`src/rtl/bpu_pkg.sv`:
```
// Shared types for the branch resolve/update path: branch encodings, PHT counter
// states, metadata slot layout and the registered update bundle.
package bpu_pkg;

  localparam int unsigned XLEN      = 32;
  localparam int unsigned PHT_IDX_W = 11;
  localparam int unsigned CNT_W     = 2;
  localparam int unsigned BR_TYPE_W = 2;

  typedef enum logic [BR_TYPE_W-1:0] {
    BR_COND = 2'b00,
    BR_JAL  = 2'b01,
    BR_JALR = 2'b10,
    BR_RET  = 2'b11
  } br_type_e;

  typedef enum logic [CNT_W-1:0] {
    SNT = 2'b00,
    WNT = 2'b01,
    WT  = 2'b10,
    ST  = 2'b11
  } cnt_e;

  typedef struct packed {
    logic                 valid;
    logic [XLEN-1:0]      pc;
    logic                 pred_taken;
    logic [XLEN-1:0]      pred_target;
    logic [PHT_IDX_W-1:0] pht_idx;
    logic [CNT_W-1:0]     pht_data;
  } meta_t;

  typedef struct packed {
    logic                 mispredict;
    logic [XLEN-1:0]      redirect_pc;
    logic                 pht_en;
    logic [PHT_IDX_W-1:0] pht_idx;
    logic [CNT_W-1:0]     pht_data;
    logic                 ghr_en;
    logic                 ghr_data;
    logic                 btb_en;
    logic [XLEN-1:0]      btb_addr;
    logic [XLEN-1:0]      btb_data;
    logic                 ras_call;
    logic [XLEN-1:0]      ras_npc;
    logic                 ras_ret;
  } upd_t;

  // Saturating 2-bit direction counter step.
  function automatic logic [CNT_W-1:0] cnt_update(input logic [CNT_W-1:0] cnt,
                                                  input logic             taken);
    if (taken) return (cnt == CNT_W'(ST)) ? cnt : cnt + CNT_W'(1);
    return (cnt == CNT_W'(SNT)) ? cnt : cnt - CNT_W'(1);
  endfunction

endpackage

```
`src/rtl/bpu_meta_pipe.sv`:
```
// Prediction metadata shift register from IF down to EX; clear beats stall and shift.
module bpu_meta_pipe
  import bpu_pkg::*;
#(
  parameter int unsigned DEPTH = 2
) (
  input  logic  clk_i,
  input  logic  rst_i,
  input  logic  stall_i,
  input  logic  clear_i,
  input  meta_t in_i,
  output meta_t tail_o
);

  meta_t slot_q [DEPTH];
  meta_t slot_d [DEPTH];

  always_comb begin
    slot_d = slot_q;
    if (clear_i) begin
      for (int unsigned i = 0; i < DEPTH; i++) slot_d[i].valid = 1'b0;
    end else if (!stall_i) begin
      slot_d[0] = in_i;
      for (int unsigned i = 1; i < DEPTH; i++) slot_d[i] = slot_q[i-1];
    end
  end

  always_ff @(posedge clk_i) begin
    if (rst_i) begin
      for (int unsigned i = 0; i < DEPTH; i++) slot_q[i] <= '0;
    end else begin
      slot_q <= slot_d;
    end
  end

  assign tail_o = slot_q[DEPTH-1];

endmodule

```
`src/rtl/bpu_resolve_update.sv`:
```
// Resolves EX control flow against carried fetch-time predictions and registers
// the mispredict redirect plus PHT/GHR/BTB/RAS update strobes.
module bpu_resolve_update
  import bpu_pkg::*;
#(
  parameter int unsigned META_DEPTH = 2
) (
  input  logic                 CLK,
  input  logic                 RST,
  input  logic                 Stall,
  input  logic                 Flush,
  input  logic                 IF_Valid,
  input  logic [XLEN-1:0]      IF_PC,
  input  logic                 IF_Pred_Taken,
  input  logic [XLEN-1:0]      IF_Pred_Target,
  input  logic [PHT_IDX_W-1:0] IF_PHT_Index,
  input  logic [CNT_W-1:0]     IF_PHT_Data,
  input  logic                 EX_Valid,
  input  logic [XLEN-1:0]      EX_PC,
  input  logic                 EX_Is_Ctrl,
  input  logic [BR_TYPE_W-1:0] EX_Br_Type,
  input  logic                 EX_Is_Call,
  input  logic                 EX_Taken,
  input  logic [XLEN-1:0]      EX_Target,
  output logic                 Mispredict,
  output logic [XLEN-1:0]      Redirect_PC,
  output logic [PHT_IDX_W-1:0] PHT_Write_Index,
  output logic [CNT_W-1:0]     PHT_Write_Data,
  output logic                 PHT_Write_En,
  output logic                 GHR_Write_Data,
  output logic                 GHR_Write_En,
  output logic [XLEN-1:0]      BTB_Write_Addr,
  output logic [XLEN-1:0]      BTB_Write_Data,
  output logic                 BTB_Write_En,
  output logic                 RAS_CALL_Inst,
  output logic [XLEN-1:0]      RAS_CALL_Inst_nextPC,
  output logic                 RAS_RET_Inst_EX
);

  meta_t if_meta;
  meta_t ex_meta;
  upd_t  upd_q;
  upd_t  upd_d;

  logic                 hit;
  logic                 pred_taken;
  logic [XLEN-1:0]      pred_target;
  logic [PHT_IDX_W-1:0] pred_idx;
  logic [CNT_W-1:0]     pred_cnt;
  logic                 resolve;
  logic                 is_cond;
  logic                 tgt_wrong;
  logic [XLEN-1:0]      seq_pc;

  assign if_meta = '{valid: IF_Valid, pc: IF_PC, pred_taken: IF_Pred_Taken,
                     pred_target: IF_Pred_Target, pht_idx: IF_PHT_Index,
                     pht_data: IF_PHT_Data};

  bpu_meta_pipe #(.DEPTH(META_DEPTH)) u_meta_pipe (
    .clk_i   (CLK),
    .rst_i   (RST),
    .stall_i (Stall),
    .clear_i (Flush | upd_q.mispredict),
    .in_i    (if_meta),
    .tail_o  (ex_meta)
  );

  // A stale or foreign slot degrades to "predicted not taken, counter 0".
  assign hit         = ex_meta.valid & (ex_meta.pc == EX_PC);
  assign pred_taken  = hit & ex_meta.pred_taken;
  assign pred_target = hit ? ex_meta.pred_target : '0;
  assign pred_idx    = hit ? ex_meta.pht_idx : '0;
  assign pred_cnt    = hit ? ex_meta.pht_data : '0;

  assign resolve   = EX_Valid & ~Stall & ~upd_q.mispredict;
  assign is_cond   = EX_Is_Ctrl & (EX_Br_Type == BR_COND);
  assign tgt_wrong = (pred_target != EX_Target);
  assign seq_pc    = EX_PC + XLEN'(4);

  always_comb begin
    upd_d = '0;
    if (resolve) begin
      upd_d.mispredict  = EX_Is_Ctrl ? ((pred_taken != EX_Taken) | (EX_Taken & tgt_wrong))
                                     : pred_taken;
      upd_d.redirect_pc = (EX_Taken & EX_Is_Ctrl) ? EX_Target : seq_pc;
      if (is_cond) begin
        upd_d.pht_en   = 1'b1;
        upd_d.pht_idx  = pred_idx;
        upd_d.pht_data = cnt_update(pred_cnt, EX_Taken);
        upd_d.ghr_en   = 1'b1;
        upd_d.ghr_data = EX_Taken;
      end
      if (EX_Is_Ctrl & EX_Taken & (~pred_taken | tgt_wrong)) begin
        upd_d.btb_en   = 1'b1;
        upd_d.btb_addr = EX_PC;
        upd_d.btb_data = {EX_Target[XLEN-1:2], EX_Br_Type};
      end
      if (EX_Is_Ctrl & EX_Is_Call) begin
        upd_d.ras_call = 1'b1;
        upd_d.ras_npc  = seq_pc;
      end
      upd_d.ras_ret = EX_Is_Ctrl & (EX_Br_Type == BR_RET);
    end
  end

  always_ff @(posedge CLK) begin
    if (RST) upd_q <= '0;
    else     upd_q <= upd_d;
  end

  assign Mispredict           = upd_q.mispredict;
  assign Redirect_PC          = upd_q.redirect_pc;
  assign PHT_Write_Index      = upd_q.pht_idx;
  assign PHT_Write_Data       = upd_q.pht_data;
  assign PHT_Write_En         = upd_q.pht_en;
  assign GHR_Write_Data       = upd_q.ghr_data;
  assign GHR_Write_En         = upd_q.ghr_en;
  assign BTB_Write_Addr       = upd_q.btb_addr;
  assign BTB_Write_Data       = upd_q.btb_data;
  assign BTB_Write_En         = upd_q.btb_en;
  assign RAS_CALL_Inst        = upd_q.ras_call;
  assign RAS_CALL_Inst_nextPC = upd_q.ras_npc;
  assign RAS_RET_Inst_EX      = upd_q.ras_ret;

endmodule

```
`config.mk`:
```
export PLATFORM = sky130hd
export DESIGN_NAME = bpu_resolve_update
export DESIGN_NICKNAME = d
export VERILOG_FILES = /design/src/rtl/bpu_pkg.sv /design/src/rtl/bpu_meta_pipe.sv /design/src/rtl/bpu_resolve_update.sv
export SDC_FILE = /design/constraint.sdc
export NUM_CORES = 1
export LEC_CHECK = 0
export BUFFER_PORTS_ARGS = -buffer_cell sky130_fd_sc_hd__buf_2
export CELL_PAD_IN_SITES_DETAIL_PLACEMENT = 2
export CELL_PAD_IN_SITES_GLOBAL_PLACEMENT = 2
export CORE_UTILIZATION = 35
export CTS_BUF_LIST = sky130_fd_sc_hd__clkbuf_2 sky130_fd_sc_hd__clkbuf_4 sky130_fd_sc_hd__clkbuf_8
export CTS_CLUSTER_SIZE = 20
export DETAILED_ROUTE_END_ITERATION = 12
export GPL_ROUTABILITY_DRIVEN = 0
export MAX_ROUTING_LAYER = met4
export PLACE_DENSITY = 0.85
export SLEW_MARGIN = 20
export SYNTH_ARGS = -nofsm -noshare
export SYNTH_HDL_FRONTEND = slang
export SYNTH_HIERARCHICAL = 1
export SYNTH_SLANG_ARGS = --single-unit
```
`constraint.sdc`:
```
create_clock -name CLK -period 6.3 [get_ports CLK]
set_clock_uncertainty 0.1 [all_clocks]
set_input_delay 1.26 -clock CLK [delete_from_list [all_inputs] [get_ports CLK]]
set_output_delay 1.26 -clock CLK [all_outputs]
set_load 0.02 [all_outputs]
```
* After elaboration in Yosys (flattened, before gate mapping)
Index checks and enable logic that the tools add are counted.
Word-level totals: register bits after elaboration 306, output and inout port bits 148, word-level logic and storage cells 79
Cells by class: add/sub/neg operators 3, eq/ne operators 5, mux-type cells 15, bitwise gates (word level) 22, reductions and logical operators 9
Operator list (count):
- 65-bit 2-to-1 mux | 1
- 32-bit 2-to-1 mux | 2
- 33-bit 2-to-1 mux | 1
- 32-bit by 3-bit adder with 32-bit output (second input constant) | 1
- 32-bit == test | 1
- 32-bit inequality test | 1
- 16-bit 2-to-1 mux | 1
- 11-bit 2-to-1 mux | 1
- 1-bit AND | 10
- 2-bit 2-to-1 mux | 5
- 1-bit inverter | 9
- 3-bit OR reduction | 3
- 2-bit == test (second input constant) | 2
- 2-bit logical NOT | 2
- 1-bit 2-to-1 mux | 4
- 2-bit OR reduction | 2
- 4-bit OR reduction | 1
- 1-bit OR | 3
- 2-bit by 1-bit adder with 2-bit output (second input constant) | 1
- 2-bit AND reduction | 1
- 2-bit by 1-bit subtractor with 2-bit output (second input constant) | 1
- 1-bit inequality test | 1

* Longest topological paths before layout
Gate-level depths: netlist of the first run.
depth in word-level cells 8, depth in mapped cells 12, mapped depth without buffers 9

* Modules after synthesis
The synthesis of the first run kept the hierarchy.
By module, submodules not included:
- bpu_meta_pipe | instances 1, cells each 694, area each 7084.3 µm², sequential area each 3163.0 µm²
- bpu_resolve_update | instances 1, cells each 581, area each 5564.1 µm², sequential area each 2942.8 µm²

* Least setup slack after synthesis of the first run
Ideal clock, no wire load.
kind in2reg, start input EX_PC[26], end register upd_q, in the netlist BTB_Write_Addr[22], setup time 0.115 ns, arrival time 3.262 ns, data required time 6.085 ns, slack 2.823 ns, stages on the path 11, path buffers 3, path through buf_2 xor2_1 nor4_2 nand3_2 nor3_1 nand2_1 nor4b_2 a31oi_1 buf_6 buf_6 and2_1
On the way: longest elaborated chain between the ends 8, elaborated cells between the ends (all ways) 10, classes of those cells eq/ne (2); mux (1); bitwise (6); reduce/logical (1)
Ends and longest elaborated chain:
- start, declared | line bpu_resolve_update.sv:19 | input logic [XLEN-1:0] EX_PC,
- 32-bit == test * | line bpu_resolve_update.sv:69 | assign hit = ex_meta.valid & (ex_meta.pc == EX_PC);
- 1-bit AND * | line bpu_resolve_update.sv:69
- 32-bit 2-to-1 mux or 1-bit AND (tied branches) | line bpu_resolve_update.sv:71, bpu_resolve_update.sv:70
- 32-bit inequality test or 1-bit inverter (tied branches) | line bpu_resolve_update.sv:77, bpu_resolve_update.sv:93
- 1-bit OR * | line bpu_resolve_update.sv:93 | if (EX_Is_Ctrl & EX_Taken & (~pred_taken | tgt_wrong)) begin
- 1-bit AND * | line bpu_resolve_update.sv:93
- 1-bit inverter (no source line) *
- 3-bit OR reduction (no source line) *
- end signal, assigned | line bpu_resolve_update.sv:108 | else upd_q <= upd_d;
- end, declared | line bpu_resolve_update.sv:42 | upd_t upd_q;
Every way passes the cells marked *; elsewhere a longest branch is shown, timed or not. A chain may end at the register's enable or synchronous reset.

* Worst setup path in the final report of the first run
start input EX_PC[22], end register upd_q, in the netlist BTB_Write_Addr[17]
Same word-level chain as after synthesis.

==> reports/results.tsv, run 1 <==
stage	metric	value	unit
critical_path	CP max FO	35	
worst_hold_path	Hold Path Class	reg2reg	
yosys	post-synthesis register bit count	305	
placed_design	port bufs	300	
critical_path	critical-path cell list	buf_2 > xor2_1 > nor4_1 > nand4_1 > nor2_1 > a21oi_1 > nor4_1 > a31oi_4 > buf_4 > and2_1	
power_and_ir_drop	Tot Pwr	4.35	mW
detailed_routing	number of DRC markers in iteration 0	411	
critical_path	Worst setup SP type	input port	
clock_tree	clock root cell	clkbuf_8	
clock_tree	CTS tree	yes	
yosys	count leader, synth	dfxtp_1	
critical_path	Critical Path Sink Type	flip-flop	
critical_path	Worst Path Class, Setup	in2reg	
worst_hold_path	Hold Startpoint	u_meta_pipe/tail_o[10]	
yosys	register area share after synthesis	0.483	
timing	Tmin final	4.30	ns
clock_tree	Longest Clk Path Bufs	3	
timing	unrepaired setup endpoints after global routing	false	
clock_tree	Post-CTS Setup Inserts	0	
cells_and_area	synthesis-to-finish area growth	18.5	%
yosys	synth top area cells	dfxtp_1 (48%), nand2b_1 (7.8%), mux2i_1 (6.3%)	
cells_and_area	register area	6110	um2
flow_run	number of max-cap violations	0	
power_and_ir_drop	Power Density	290	nW/um2
global_route	initial antenna violation count	9	
detailed_routing	wire per inst	22.7	um
cells_and_area	Post-Route Utilization	0.421	
floorplanning	Die Ht	192	um
yosys	ys flop type	dfxtp_1	
clock_tree	clk slew on worst S/H paths	0.06	ns
floorplanning	Core ar.	35600	um2
global_route	Tot GR Track Use	0.252	
detailed_routing	DRC	0	
clock_tree	H-Tree Depth	2	
timing	Final Max Tran Viols	0	
cells_and_area	Multi-input gate area	5390	um2
floorplanning	row count	69	
yosys	Synth Net Count	1429	
yosys	post-synthesis cell type count	49	
detailed_routing	total wire length	45.0	mm
cells_and_area	Total Nets Final	1632	
power_and_ir_drop	Peak VDD IR	149	uV
detailed_routing	Final ANT Viol Nets	0	
timing	FMAX	0.232	GHz
yosys	post-synth top area share	0.483	
critical_path	crit path DAT	4.70	ns
yosys	Yosys warning total	6	
global_route	first-pass GRT wire length	67.2	mm
detailed_routing	Vias	9954	
timing	Final Cycle Share	0.683	
yosys	EDFF count, synth	0	
timing	worst slew pin tran	1.10	ns
yosys	synthesized area	12600	um2
yosys	most instantiated cells after synthesis	dfxtp_1 (305), nand2b_1 (158), o21ai_0 (107), buf_4 (81), mux2i_1 (80)	
detailed_routing	TritonRoute pass-1 iters	5	
critical_path	crit-path max cell delay	0.54	ns
global_route	largest net degree at the start of global routing	151	
yosys	Mean Syn Cell Area	9.92	um2
timing	Final Hold Vio Count	0	
critical_path	most frequent CP cell	nor4_1	
detailed_routing	Vias/cell	5.01	
floorplanning	die width	192	um
cells_and_area	Fill cells	3900	
yosys	Post-synth ARST share	0	
placed_design	HPWL after detailed placement	32.3	mm
timing	final setup fails	0	
clock_tree	Clock Latency Late Sink	0.62	ns
floorplanning	Initial Utilization	0.356	
clock_tree	Resized Gates After CTS	0	
clock_tree	CTS sink cnt	305	
critical_path	CP max-delay cell	nor4_1	
cells_and_area	share of cells above drive strength 1	0.276	
global_route	Remaining Overflow, GRT	0	
critical_path	CP Launch Point	EX_PC[22]	
yosys	Post-Syn Instances	1275	
yosys	area leader, netlist	dfxtp_1	
power_and_ir_drop	Lkg Pwr	6.66	nW
timing	Rel. slew slack	0.267	
clock_tree	Num CTS Buffers	54	
floorplanning	Ports	301	
clock_tree	# hold bufs at CTS	0	
global_route	vias in the first global route	10860	
outcome	status	completed	
critical_path	Critical Path RT	6.70	ns
critical_path	Reg2Reg Launch Point	u_meta_pipe/tail_o[68]	
timing	final setup TNS	0	ns
floorplanning	die area	36900	um2
flip-flops by register name (all words and copies together), names as in the netlist, 2 cells and up:
| register | flops |
|---|---|
| BTB_Write_Data | 32 |
| u_meta_pipe/slot_q | 79 |
| Redirect_PC | 32 |
| PHT_Write_Data | 2 |
| BTB_Write_Addr | 32 |
| RAS_CALL_Inst_nextPC | 32 |
| u_meta_pipe/tail_o | 79 |
| PHT_Write_Index | 11 |
cells in the final DEF, fill, tap and decap left out, types with 2 or more instances in the layout:
| cell | n |
|---|---|
| and2_1 | 67 |
| o21ai_0 | 107 |
| a31oi_1 | 4 |
| nor4_1 | 11 |
| clkbuf_8 | 75 |
| nand4_1 | 7 |
| buf_2 | 299 |
| nand3_1 | 19 |
| and4_1 | 3 |
| mux2i_1 | 80 |
| xnor2_1 | 19 |
| xor2_1 | 54 |
| buf_4 | 11 |
| nor2_1 | 47 |
| a22o_1 | 2 |
| or3b_2 | 2 |
| nor3_1 | 11 |
| dfxtp_1 | 305 |
| nor4bb_1 | 2 |
| clkinv_2 | 5 |
| and3_1 | 16 |
| or4b_1 | 79 |
| o221ai_1 | 2 |
| a22oi_1 | 6 |
| clkbuf_4 | 15 |
| o22ai_1 | 16 |
| a21oi_1 | 14 |
| nand2_1 | 33 |
| inv_1 | 25 |
| nor3_2 | 2 |
| diode_2 | 8 |
| nand2b_1 | 158 |
kinds of logic (layout without fill, tap and decap cells):
group,Yosys count,count (layout),synth area share
buf+inv,189,433,0.0935
mux,80,80,0.0633
other cells,0,8,0
fa+ha+maj,1,1,0.000989
xor+xnor,73,73,0.0505
compound gates,160,160,0.0700
flops,305,305,0.483
simple gates,467,467,0.239
layout make-up:
| class | count | area share |
|---|---|---|
| clock buffers | 90 | 0.0764 |
| inverters | 25 | 0.00626 |
| diodes | 8 | 0.00134 |
| multi-input cells | 781 | 0.360 |
| repair buffers | 311 | 0.106 |
| well taps | 461 | 0.0385 |
| clock inverters | 7 | 0.00417 |
| flip-flops and latches | 305 | 0.407 |
path summary, 6_finish.rpt:
kind                                          endpoint  slack [ns]  cells past startpoint
worst min-delay path            u_meta_pipe/tail_o[10]        0.38                      2
worst min register to register  u_meta_pipe/tail_o[10]        0.38                      2
worst max register to register      BTB_Write_Addr[17]        2.43                      9
worst max-delay path                BTB_Write_Addr[17]        2.00                     10
stage by stage:
| stage | std cells | worst slack (ns) | hold slack [ns] | cell area (um2) |
|---|---|---|---|---|
| 2_1_floorplan | 1275 | 2.82 | 0.349 | 12600 |
| 3_3_place_gp | 1883 | 1.51 | 0.357 | 13800 |
| 3_5_place_dp | 1883 | 1.35 | 0.371 | 13800 |
| 4_1_cts | 1980 | 2.01 | 0.379 | 15000 |
| 5_1_grt | 1988 | 1.76 | 0.402 | 15000 |
| 6_report | 1988 | 2.00 | 0.376 | 15000 |
power by group:
group          switching, mW  internal (mW)
clock                  0.842           1.18
combinational          0.207          0.125
sequential            0.0205           1.98
total                   1.07           3.28
per-layer routing:
metal / track usage / vias up / part of all wire
met5: - / - / 0
li1: - / 4688 / -
met2: 0.411 / 315 / 0.48
met3: 0.0638 / 91 / 0.067
met1: 0.297 / 4860 / 0.42
met4: 0.0957 / 0 / 0.031
worst max-delay path, delay by kind of cell:
kind | cells | cell delay (ns)
simple gates | 5 | 2.16
compound gates | 2 | 0.57
buf+inv | 2 | 0.51
xor+xnor | 1 | 0.17
No activity file was read; power rests on OpenSTA's default activity.
==> run 2, diff against run 1 <==
CORE_UTILIZATION = 31   (was 35)
PLACE_DENSITY = 0.8   (was 0.85)
clock period = 3.7 ns   (was 6.3 ns; I/O delays follow)
==> run 2 against run 1 <==
Combinational power grew 74%. Count of clock-buffer cells in the layout fell by 5. Flip-flop and latch count is the same. Worst hold slack got worse by 0.15 ns. Global-route usage shrank 2.7 points. Cell count rose by 4.4%. Via count up 0.25%. Register-to-register slack got worse by 1.8 ns. Critical endpoint is now BTB_Write_Data[4]. Non-clock buffer count grew 17.
==> reports/results.tsv, run 2 (synthesized netlist as in run 1, its figures left out) <==
stage	metric	value	unit
critical_path	flop2flop setup slack	0.59	ns
detailed_routing	number of DRC markers in iteration 0	322	
critical_path	Critical Path RT	4.14	ns
cells_and_area	Total Nets Final	1651	
timing	final setup TNS	0	ns
critical_path	CP delay by family, top	simple AND/OR/NAND/NOR gates	
cells_and_area	commonest cells after routing, fill and taps aside	dfxtp_1 (305), buf_2 (299), nand2b_1 (158), o21ai_0 (107), mux2i_1 (80)	
critical_path	Critical Path Sink Type	flip-flop	
global_route	first-pass GRT wire length	68.1	mm
placed_design	Setup WS pre-CTS	0.114	ns
outcome	status	completed	
cells_and_area	share of cells above drive strength 1	0.287	
clock_tree	clock root cell	clkbuf_8	
power_and_ir_drop	Peak VDD IR	242	uV
timing	Final Max Tran Viols	0	
clock_tree	Num CTS Buffers	56	
timing	unrepaired setup endpoints after global routing	false	
timing	PnR worst setup slack	0.588	ns
detailed_routing	Vias/cell	4.81	
timing	worst slew pin tran	0.863	ns
floorplanning	die width	204	um
timing	Rel. slew slack	0.425	
worst_hold_path	Hold Path Class	in2reg	
global_route	met2 usage in global routing	0.373	
global_route	initial antenna violation count	9	
clock_tree	# hold bufs at CTS	0	
clock_tree	Post-CTS Setup Inserts	0	
cells_and_area	Final Cell Area	15400	um2
critical_path	Worst setup SP type	flip-flop	
global_route	largest net degree at the start of global routing	237	
clock_tree	Longest Clk Path Bufs	3	
detailed_routing	DRC	0	
global_route	vias in the first global route	11038	
floorplanning	die area	41600	um2
floorplanning	Die Ht	204	um
flow_run	number of max-cap violations	0	
clock_tree	CTS tree	yes	
global_route	Tot GR Track Use	0.225	
timing	final hold slack	0.229	ns
critical_path	CP max-delay cell	or4b_1	
clock_tree	CTS sink cnt	305	
placed_design	port bufs	300	
placed_design	Post-Place Cells	1964	
floorplanning	Initial Utilization	0.316	
critical_path	crit path DAT	3.55	ns
power_and_ir_drop	Lkg Pwr	6.83	nW
critical_path	critical-path cell list	xor2_1 > nor4_1 > nand4_1 > or4b_1 > nor4b_2 > a31oi_4 > buf_4 > and2_1	
global_route	met1 usage	0.267	
timing	Tmin final	3.11	ns
power_and_ir_drop	Power Density	509	nW/um2
critical_path	crit-path max cell delay	0.62	ns
clock_tree	clk slew on worst S/H paths	0.06	ns
global_route	met3 GRT Util	0.0558	
detailed_routing	wire per inst	21.9	um
cells_and_area	Fill cells	4379	
detailed_routing	total wire length	45.5	mm
floorplanning	row count	73	
critical_path	CP bufs+invs	1	
cells_and_area	synthesis-to-finish area growth	21.5	%
floorplanning	Ports	301	
cells_and_area	commonest non-fill, non-tap cell in the layout	dfxtp_1	
cells_and_area	Layout Cells excl Fill	2075	
floorplanning	Core ar.	40000	um2
critical_path	CP max FO	15	
placed_design	HPWL after detailed placement	32.9	mm
detailed_routing	Vias	9979	
clock_tree	Resized Gates After CTS	0	
timing	final setup fails	0	
timing	Final Cycle Share	0.841	
global_route	layer with the highest usage	met2	
power_and_ir_drop	Tot Pwr	7.83	mW
cells_and_area	Post-Route Utilization	0.384	
detailed_routing	TritonRoute pass-1 iters	6	
global_route	Remaining Overflow, GRT	0	
timing	Final Hold Vio Count	0	
detailed_routing	Final ANT Viol Nets	0	
timing	FMAX	0.321	GHz
clock_tree	H-Tree Depth	2	
placed_design	Area after DPL	14000	um2
clock_tree	Clock Latency Late Sink	0.65	ns
critical_path	Worst Path Class, Setup	reg2reg	
[run 2: final timing paths]
check,start,to,cells after the start
setup reg to reg,u_meta_pipe/tail_o[28],BTB_Write_Data[4],8
setup / recovery,u_meta_pipe/tail_o[28],BTB_Write_Data[4],8
hold / removal,EX_Target[16],BTB_Write_Data[16],2
hold reg to reg,u_meta_pipe/tail_o[7],u_meta_pipe/tail_o[7],2
[run 2: metal layers]
metal  vias to the layer above  share of wire
li1                       4726              -
met1                      4896           0.44
met2                       288           0.48
met3                        69          0.056
met4                         0          0.024
met5                         -              0
[run 2: power by group]
| part | total [mW] | leakage [nW] | switching (mW) | internal (mW) |
|---|---|---|---|---|
| logic | 0.579 | 3.64 | 0.357 | 0.222 |
| registers | 3.40 | 2.47 | 0.0346 | 3.37 |
| clock network | 3.85 | 0.718 | 1.52 | 2.33 |
[run 2: worst register-to-register path, delay by kind of cell, from the launching register on]
family                 cells  cell delay, ns
AO/OA/AOI/OAI              1            0.15
XOR/XNOR                   1            0.21
flip-flops                 1            0.33
buffers and inverters      1            0.24
AND/OR/NAND/NOR            5            1.99
[run 2: final cells by class]
cell class | instances | area (um2) | area share
antenna | 8 | 20.0 | 0.00130
multi-input combinational | 781 | 5390 | 0.351
clock buffer | 85 | 1110 | 0.0720
tap | 525 | 657 | 0.0427
sequential | 305 | 6110 | 0.397
clock inverter | 18 | 248 | 0.0161
timing repair buffer | 328 | 1750 | 0.114
inverter | 25 | 93.8 | 0.00611
==> run 3, diff against run 2 <==
CORE_UTILIZATION = 34   (was 31)
PLACE_DENSITY = 0.83   (was 0.8)
clock period = 3 ns   (was 3.7 ns; I/O delays follow)
==> run 3 against run 2 <==
Global-route usage up 3.6 points. Largest cell class unchanged. First-iteration DRC count up 16%. Critical path type unchanged. Cell count up 0.92%. Via count up 5.2%. Worst setup slack lost 0.52 ns. Largest power group is now registers. Total power is 15% higher. Die area is 8.7% lower.
==> reports/results.tsv, run 3 (synthesized netlist as in run 1, its figures left out) <==
stage	metric	value	unit
outcome	status	completed	
clock_tree	# hold bufs at CTS	0	
critical_path	Worst Path Class, Setup	reg2reg	
cells_and_area	commonest cells after routing, fill and taps aside	dfxtp_1 (301), buf_2 (299), nand2b_1 (158), o21ai_0 (107), buf_4 (100)	
critical_path	Critical Path Sink Type	flip-flop	
critical_path	path depth of the worst reg2reg path	12	
cells_and_area	Total Nets Final	1736	
detailed_routing	Vias/cell	5.01	
timing	Final Cycle Share	0.976	
power_and_ir_drop	Net Switching	2.29	mW
floorplanning	Core ar.	36600	um2
clock_tree	Clock Latency Late Sink	0.65	ns
floorplanning	Initial Utilization	0.345	
flow_run	number of max-cap violations	0	
critical_path	Reg2Reg Launch Point	u_meta_pipe/tail_o[27]	
cells_and_area	Multi-input gate area	5500	um2
floorplanning	die width	195	um
timing	final hold slack	0.138	ns
critical_path	flop2flop setup slack	0.07	ns
global_route	first-pass GRT wire length	72.5	mm
timing	worst slew pin tran	0.886	ns
worst_hold_path	Hold Startpoint	EX_Target[18]	
floorplanning	Die Ht	195	um
detailed_routing	DRC	0	
clock_tree	H-Tree Depth	2	
placed_design	HPWL after detailed placement	34.4	mm
critical_path	crit path DAT	3.35	ns
placed_design	Setup WS pre-CTS	-0.390	ns
power_and_ir_drop	Sequential Power Share	0.466	
cells_and_area	commonest non-fill, non-tap cell in the layout	dfxtp_1	
power_and_ir_drop	combinational power share	0.089	
detailed_routing	Final ANT Viol Nets	0	
cells_and_area	register area	6110	um2
timing	final setup fails	0	
clock_tree	clk slew on worst S/H paths	0.06	ns
clock_tree	CTS tree	yes	
worst_hold_path	Hold Path Class	in2reg	
floorplanning	die area	38000	um2
power_and_ir_drop	cell-internal power	6.72	mW
timing	Tmin final	2.93	ns
cells_and_area	Fill cells	3971	
floorplanning	Ports	301	
floorplanning	row count	70	
global_route	Tot GR Track Use	0.261	
clock_tree	Longest Clk Path Bufs	3	
worst_hold_path	hold endpoint	BTB_Write_Data[18]	
critical_path	CP max FO	12	
detailed_routing	Vias	10500	
timing	PnR worst setup slack	0.0706	ns
power_and_ir_drop	Power Density	566	nW/um2
cells_and_area	synthesis-to-finish area growth	25.8	%
critical_path	Worst setup SP type	flip-flop	
power_and_ir_drop	Peak VDD IR	349	uV
timing	FMAX	0.341	GHz
detailed_routing	number of DRC markers in iteration 0	373	
detailed_routing	TritonRoute pass-1 iters	4	
worst_hold_path	hold path cells	2	
timing	Final Hold Vio Count	0	
power_and_ir_drop	Clock Power Share	0.446	
clock_tree	clock root cell	clkbuf_8	
clock_tree	CTS sink cnt	305	
power_and_ir_drop	Lkg Pwr	7.20	nW
global_route	initial antenna violation count	6	
timing	Rel. slew slack	0.409	
global_route	Remaining Overflow, GRT	0	
detailed_routing	total wire length	49.0	mm
critical_path	Critical Path RT	3.42	ns
global_route	vias in the first global route	11504	
detailed_routing	wire per inst	23.4	um
critical_path	FF-to-FF End	BTB_Write_Addr[25]	
clock_tree	Num CTS Buffers	55	
power_and_ir_drop	Switching Share	0.254	
placed_design	port bufs	300	
timing	Final Max Tran Viols	0	
global_route	largest net degree at the start of global routing	237	
cells_and_area	share of cells above drive strength 1	0.333	
run 3: cell types whose count changed in the layout (fill, tap and decap cells not counted), sizes merged:
cell and change:
buf +84, clkbuf +4, clkinvlp +1, clkinv -5, diode -2, bufinv -6
run 3: critical path, cell delays in order, from the launching register on:
cell and delay, ns:
dfxtp_2 0.39, buf_4 0.19, xnor2_2 0.13, a31o_2 0.19
a21oi_1 0.07, o22ai_1 0.19, buf_4 0.15, or4b_4 0.48
nor4b_4 0.28, a31oi_4 0.15, buf_12 0.18, buf_6 0.17
and2_1 0.16
run 3: how the worst max path moves through the flow:
stage	startpoint	end	slack (ns)
floorplan	EX_PC[26]	BTB_Write_Addr[22]	0.18
global placement	EX_PC[24]	BTB_Write_Addr[30]	-0.36
detailed placement	EX_PC[24]	BTB_Write_Data[11]	-0.39
CTS	u_meta_pipe/tail_o[27]	BTB_Write_Data[11]	0.02
global route	u_meta_pipe/tail_o[59]	BTB_Write_Data[25]	-0.05
finish	u_meta_pipe/tail_o[27]	BTB_Write_Addr[25]	0.07
run 3: per-stage QoR:
stage,utilization,power (mW),cells,instance area (um2),setup TNS [ns]
final,0.435,9.01,2094,15900,0
after global routing,0.435,9.38,2094,15900,-1.62
after CTS,0.428,9.13,2080,15700,0
after detailed placement,0.397,5.06,1985,14500,-24.09
after global placement,0.397,5.02,1985,14500,-22.85
after floorplan,-,4.68,1275,12600,0
run 3: cell type report:
cell class	count	share of cell area
timing repair buffer	414	0.157
clock buffer	87	0.0670
inverter	25	0.00590
clock inverter	8	0.00291
antenna	6	0.000944
multi-input combinational	781	0.346
tap	468	0.0368
sequential	305	0.384
run 3: repair_timing:
item	4_1_cts	5_1_grt
cloned	0	5
setup endpoints to repair	63	65
gates resized for setup	3	24
setup buffers	0	3
endpoints found under the hold margin	0	0
pin swaps	0	9
run 3: metal layers:
metal	track usage	vias up	share of wire
li1	-	4898	-
met1	0.304	5212	0.43
met2	0.443	304	0.49
met3	0.0489	86	0.049
met4	0.101	0	0.031
met5	-	-	0
run 3: power groups by stage:
stage                     Clock [mW]  Sequential [mW]  Combinational (mW)
after floorplan                    0             4.30               0.383
after global placement             0             4.28               0.749
after detailed placement           0             4.28               0.776
after CTS                       4.15             4.20               0.788
after global routing            4.32             4.20               0.855
final                           4.02             4.20               0.799
